File: config.mk
export PLATFORM = sky130hd
export DESIGN_NAME = aes_mix_columns_seq
export DESIGN_NICKNAME = d
export VERILOG_FILES = /design/src/rtl/aes_mix_columns_seq_pkg.sv /design/src/rtl/aes_mix_columns_seq_mix.sv /design/src/rtl/aes_mix_columns_seq.sv
export SDC_FILE = /design/constraint.sdc
export NUM_CORES = 1
export LEC_CHECK = 0
export CAP_MARGIN = 20
export CORE_UTILIZATION = 57
export CTS_BUF_LIST = sky130_fd_sc_hd__clkbuf_4 sky130_fd_sc_hd__clkbuf_8
export CTS_CLUSTER_SIZE = 14
export DETAILED_ROUTE_END_ITERATION = 8
export PLACE_DENSITY = 0.88
export SYNTH_ARGS = -nofsm -noshare
export SYNTH_HDL_FRONTEND = slang
export SYNTH_SLANG_ARGS = --single-unit
File: constraint.sdc
create_clock -name clk_i -period 7.5 [get_ports clk_i]
set_input_delay 1.5 -clock clk_i [delete_from_list [all_inputs] [get_ports clk_i]]
set_output_delay 1.5 -clock clk_i [all_outputs]
set_load 0.05 [all_outputs]
File: src/rtl/aes_mix_columns_seq_pkg.sv
// Shared AES helpers: direction constants, FSM state type, GF(2^8) multiplies
// and column extract/insert for the 128-bit state (byte (r,c) at bits [(4r+c)*8 +: 8]).
package aes_mix_columns_seq_pkg;

  localparam logic CIPH_FWD = 1'b0;
  localparam logic CIPH_INV = 1'b1;

  typedef enum logic [1:0] {
    ST_IDLE    = 2'd0,
    ST_COMPUTE = 2'd1,
    ST_DONE    = 2'd2
  } mc_state_e;

  // Multiply by x modulo x^8+x^4+x^3+x+1.
  function automatic logic [7:0] aes_mul2(input logic [7:0] x);
    return {x[6:0], 1'b0} ^ (x[7] ? 8'h1b : 8'h00);
  endfunction

  function automatic logic [7:0] aes_mul3(input logic [7:0] x);
    return aes_mul2(x) ^ x;
  endfunction

  function automatic logic [7:0] aes_mul4(input logic [7:0] x);
    return aes_mul2(aes_mul2(x));
  endfunction

  // Column as {a3, a2, a1, a0}, with a0 (row 0) in the low byte.
  function automatic logic [31:0] aes_col_get(input logic [127:0] s,
                                              input logic [1:0]   c);
    logic [31:0] col;
    col = '0;
    for (int r = 0; r < 4; r++) begin
      col[r*8 +: 8] = s[(4*r + int'(c))*8 +: 8];
    end
    return col;
  endfunction

  function automatic logic [127:0] aes_col_set(input logic [127:0] s,
                                               input logic [1:0]   c,
                                               input logic [31:0]  col);
    logic [127:0] res;
    res = s;
    for (int r = 0; r < 4; r++) begin
      res[(4*r + int'(c))*8 +: 8] = col[r*8 +: 8];
    end
    return res;
  endfunction

endpackage

File: src/rtl/aes_mix_columns_seq_mix.sv
// aes_mix_single_column: combinational MixColumns / InvMixColumns on one 32-bit
// column. The inverse is a 04-multiple pre-add followed by the forward matrix.
module aes_mix_single_column
  import aes_mix_columns_seq_pkg::*;
(
  input  logic        op,
  input  logic [31:0] col,
  output logic [31:0] mixed
);

  logic [7:0] a0, a1, a2, a3;
  logic [7:0] u, v;
  logic [7:0] p0, p1, p2, p3;

  assign a0 = col[7:0];
  assign a1 = col[15:8];
  assign a2 = col[23:16];
  assign a3 = col[31:24];

  // InvMix = Mix * {05 00 04 00} rotated, so the inverse only adds 4*(a0^a2)
  // and 4*(a1^a3) ahead of the shared forward network.
  // NOTE: every always_comb output gets a default first so no latch is inferred.
  always_comb begin
    u = 8'h00;
    v = 8'h00;
    if (op == CIPH_INV) begin
      u = aes_mul4(a0 ^ a2);
      v = aes_mul4(a1 ^ a3);
    end
  end

  assign p0 = a0 ^ u;
  assign p1 = a1 ^ v;
  assign p2 = a2 ^ u;
  assign p3 = a3 ^ v;

  assign mixed[7:0]   = aes_mul2(p0) ^ aes_mul3(p1) ^ p2           ^ p3;
  assign mixed[15:8]  = p0           ^ aes_mul2(p1) ^ aes_mul3(p2) ^ p3;
  assign mixed[23:16] = p0           ^ p1           ^ aes_mul2(p2) ^ aes_mul3(p3);
  assign mixed[31:24] = aes_mul3(p0) ^ p1           ^ p2           ^ aes_mul2(p3);

endmodule

File: src/rtl/aes_mix_columns_seq.sv
// Sequential AES (Inv)MixColumns over a 128-bit state with valid/ready on both sides.
// Define AES_MIX_COLUMNS_2COL_EN to process two columns per cycle (2-cycle latency).
module aes_mix_columns_seq
  import aes_mix_columns_seq_pkg::*;
(
  input  logic         clk_i,
  input  logic         rst_i,
  input  logic         op_i,
  input  logic         in_valid_i,
  output logic         in_ready_o,
  input  logic [127:0] data_i,
  output logic         out_valid_o,
  input  logic         out_ready_i,
  output logic [127:0] data_o,
  output logic         busy_o
);

`ifdef AES_MIX_COLUMNS_2COL_EN
  localparam logic [1:0] CNT_STEP = 2'd2;
  localparam logic [1:0] CNT_LAST = 2'd2;
`else
  localparam logic [1:0] CNT_STEP = 2'd1;
  localparam logic [1:0] CNT_LAST = 2'd3;
`endif

  mc_state_e    state_q;
  logic [1:0]   cnt_q;
  logic [127:0] data_q;
  logic         op_q;
  logic [127:0] data_next;
  logic [31:0]  col_a, mixed_a;

  assign col_a = aes_col_get(data_q, cnt_q);

  aes_mix_single_column u_mix_a (
    .op    (op_q),
    .col   (col_a),
    .mixed (mixed_a)
  );

`ifdef AES_MIX_COLUMNS_2COL_EN
  logic [1:0]  cnt_b;
  logic [31:0] col_b, mixed_b;

  assign cnt_b = cnt_q + 2'd1;
  assign col_b = aes_col_get(data_q, cnt_b);

  aes_mix_single_column u_mix_b (
    .op    (op_q),
    .col   (col_b),
    .mixed (mixed_b)
  );

  assign data_next = aes_col_set(aes_col_set(data_q, cnt_q, mixed_a), cnt_b, mixed_b);
`else
  assign data_next = aes_col_set(data_q, cnt_q, mixed_a);
`endif

  // The working register holds partial columns during COMPUTE; mask it out.
  assign data_o = out_valid_o ? data_q : '0;

  // NOTE: sequential state uses non-blocking assignments so every register
  // samples the pre-edge values regardless of statement order.
  // NOTE: the 128-bit state register is reset as well, because data_o must
  // read 0 from reset and a discarded result must never leak out.
  always_ff @(posedge clk_i or posedge rst_i) begin
    if (rst_i) begin
      state_q     <= ST_IDLE;
      cnt_q       <= '0;
      data_q      <= '0;
      op_q        <= CIPH_FWD;
      in_ready_o  <= 1'b1;
      out_valid_o <= 1'b0;
      busy_o      <= 1'b0;
    end else begin
      case (state_q)
        ST_IDLE: begin
          if (in_valid_i && in_ready_o) begin
            data_q     <= data_i;
            op_q       <= op_i;
            cnt_q      <= '0;
            state_q    <= ST_COMPUTE;
            in_ready_o <= 1'b0;
            busy_o     <= 1'b1;
          end
        end
        ST_COMPUTE: begin
          data_q <= data_next;
          if (cnt_q == CNT_LAST) begin
            state_q     <= ST_DONE;
            out_valid_o <= 1'b1;
          end else begin
            cnt_q <= cnt_q + CNT_STEP;
          end
        end
        ST_DONE: begin
          // Return to IDLE only; acceptance waits for the next cycle.
          if (out_ready_i) begin
            state_q     <= ST_IDLE;
            data_q      <= '0;
            cnt_q       <= '0;
            out_valid_o <= 1'b0;
            in_ready_o  <= 1'b1;
            busy_o      <= 1'b0;
          end
        end
        default: begin
          state_q     <= ST_IDLE;
          cnt_q       <= '0;
          data_q      <= '0;
          out_valid_o <= 1'b0;
          in_ready_o  <= 1'b1;
          busy_o      <= 1'b0;
        end
      endcase
    end
  end

endmodule

==> metrics <==
Skew-Pair Late Insertion Delay=490 ps; most frequent cells after synthesis=and2_1 (135), dfrtp_1 (135), nand2_1 (99); worst path bufs/invs=1; Yosys reg bits=136; DPL Wire Length=37200 um; synth-to-layout area growth=27.1%; RSZ-0062 raised after global routing=false; Slew HR=16.0%; Die H=146 um; top post-synthesis cells by area=dfrtp_1 (29%), and2_1 (7.2%), mux4_2 (6.3%), xnor2_1 (4.8%), xor2_1 (3.9%); worst-path cell chain=ha_1, inv_1, or3_1, nor2_1, a221oi_1, o21ai_1; Synth Area per Inst=9.04 um2; final setup fails=0; max-cap viol count=0; shortest period the worst path allows=4820 ps; port buffer count=263; measured slew at the worst slew-check pin=1260 ps; CTS H-tree depth=4; sequential share of the synthesized area=28.9%; Reg2Reg Setup Slack=2680 ps; critical path type=reg2reg; asr flop ratio synth=100%; Slowest-stage cell, CP=dfrtp_1; R2R Path End=data_q[117]; hold buffers post-CTS=0; Max Fanout on Critical Path=25; # IOs=264; Detailed Route WL=52000 um; GR Overflow Total=0; clock slew at reported path FFs=90 ps; vias in the first global route=12343; Post-CTS Setup Bufs=0; drt wl/cell=29.0 um; DR DRC count=46; dominant synthesized flop cell=dfrtp_1; CP max stage delay=1040 ps; core footprint=20200 um2; failing checks=DRC; Final Hold Vio Count=0; root buffer cell=clkbuf_8; Initial Utilization=58.3%; Post-synth EDFFs=0; DRT Pass-1 Iters=9; Hold Path Origin=in_ready_o; largest net degree at the start of global routing=132; Hold Path Cell Cnt=2; die width=146 um; final worst clock skew=27.1 ps; required time at the worst-slack endpoint=7890 ps; post-synth top area share=28.6%; worst hold path class=reg2reg; layout cells sized above 1=9.66%; CP arrival=5210 ps; status=complete, but fails checks; drt initial violations=2373; Crit. End Element=register; Mapped Cells=1305; CP startpoint kind=register; R2R depth=6; Site Rows=52; worst flop-to-flop path startpoint=cnt_q[1]; crit-path leading delay family=simple AND/OR/NAND/NOR gates; yosys synthesis warning count=0; Post-CTS Resized=0; Post-Syn Area=11800 um2; ant diodes=0; Tcrit/Tclk final=64.3%; first-pass GRT wire length=77200 um; fmax=0.207 GHz; WHS Endpoint=in_ready_o; Distinct cells, synth=66; Final Max Tran Viols=0; gp weighted congestion=1.06; Max Root-Sink Buffers=2; Vias/cell=7.20; cell taking the most area after synthesis=dfrtp_1; Final ANT Viol Nets=0; Nets=1649; clk sinks=136; Synthesized Nets=1446; All-Layer GR Usage=49.1%; Num CTS Buffers=17; TNS Setup=0 ps; die area=21300 um2; via count=12891; CTS tree=built; initial antenna violation count=0
## cells by family (layout without fill, tap and decap cells)
kind of cell / Yosys count / count (layout) / synth area share (%)
AOI/OAI and AO/OA: 422 / 422 / 24.4
and+or+nand+nor: 407 / 407 / 17.3
DFF: 136 / 136 / 28.9
muxes: 38 / 38 / 6.90
adders and majority gates: 8 / 8 / 0.849
buffers and inverters: 129 / 345 / 4.53
xor gates and xnor gates: 165 / 165 / 17.1
## worst max path at each step
stage / start / endpoint / slack, ps / cells after the start
2_1_floorplan: rst_i / busy_o / 2360 / 1
3_3_place_gp: cnt_q[0] / data_q[113] / 2960 / 9
6_report: cnt_q[1] / data_q[117] / 2680 / 6
5_1_grt: cnt_q[0] / data_q[28] / 2550 / 11
3_5_place_dp: cnt_q[0] / data_q[121] / 2760 / 10
4_1_cts: cnt_q[0] / data_q[113] / 2770 / 9
## through the flow
stage	hold slack (ps)	util, %	std cells	instance area [um2]	setup WS, ps
floorplan	458	-	1305	11800	2360
global placement	486	71.7	1754	14500	2960
detailed placement	519	71.7	1754	14500	2760
CTS	539	73.8	1786	14900	2770
global route	556	74.1	1791	15000	2550
finish	541	74.1	1791	15000	2680
## cell usage in the layout, fill, tap and decap left out, drive strengths merged, types with 32 or more instances in the layout
cell,instances
and2,135
xor2,61
o21ai,88
a221oi,39
dfrtp,135
nor2,94
inv,32
xnor2,90
a22oi,58
clkdlybuf4s50,263
and3,37
mux4,34
nand2,101
a21oi,89
## area by class of cell
cell class,count,area (um2)
flip-flops and latches,136,3410
inverters,26,100
clock buffers,18,241
well taps,270,338
repair buffers,287,2830
fillers,1519,5240
clock inverters,14,188
multi-input cells,1040,7890
## worst register-to-register path, cell delays in order, from the launching register on
cell and delay (ps):
dfrtp_1 1040, ha_1 850, inv_1 770, or3_1 900, nor2_1 780, a221oi_1 210
o21ai_1 190
## state kept, by name, summed over array words and instances (netlist names)
register,count
op_q,1
in_ready_o,1
out_valid_o,1
state_q,2
data_q,128
busy_o,1
cnt_q,2
## routing by layer
layer,vias up,global-route usage [%],wire (um)
met1,6053,63.0,18600
met4,0,24.1,3150
li1,5198,-,-
met2,1318,70.7,21600
met3,322,21.3,8550
met5,-,0,0
Power is not shown: default switching activity piles up to over one toggle a cycle in this logic, so the estimate is an artifact.
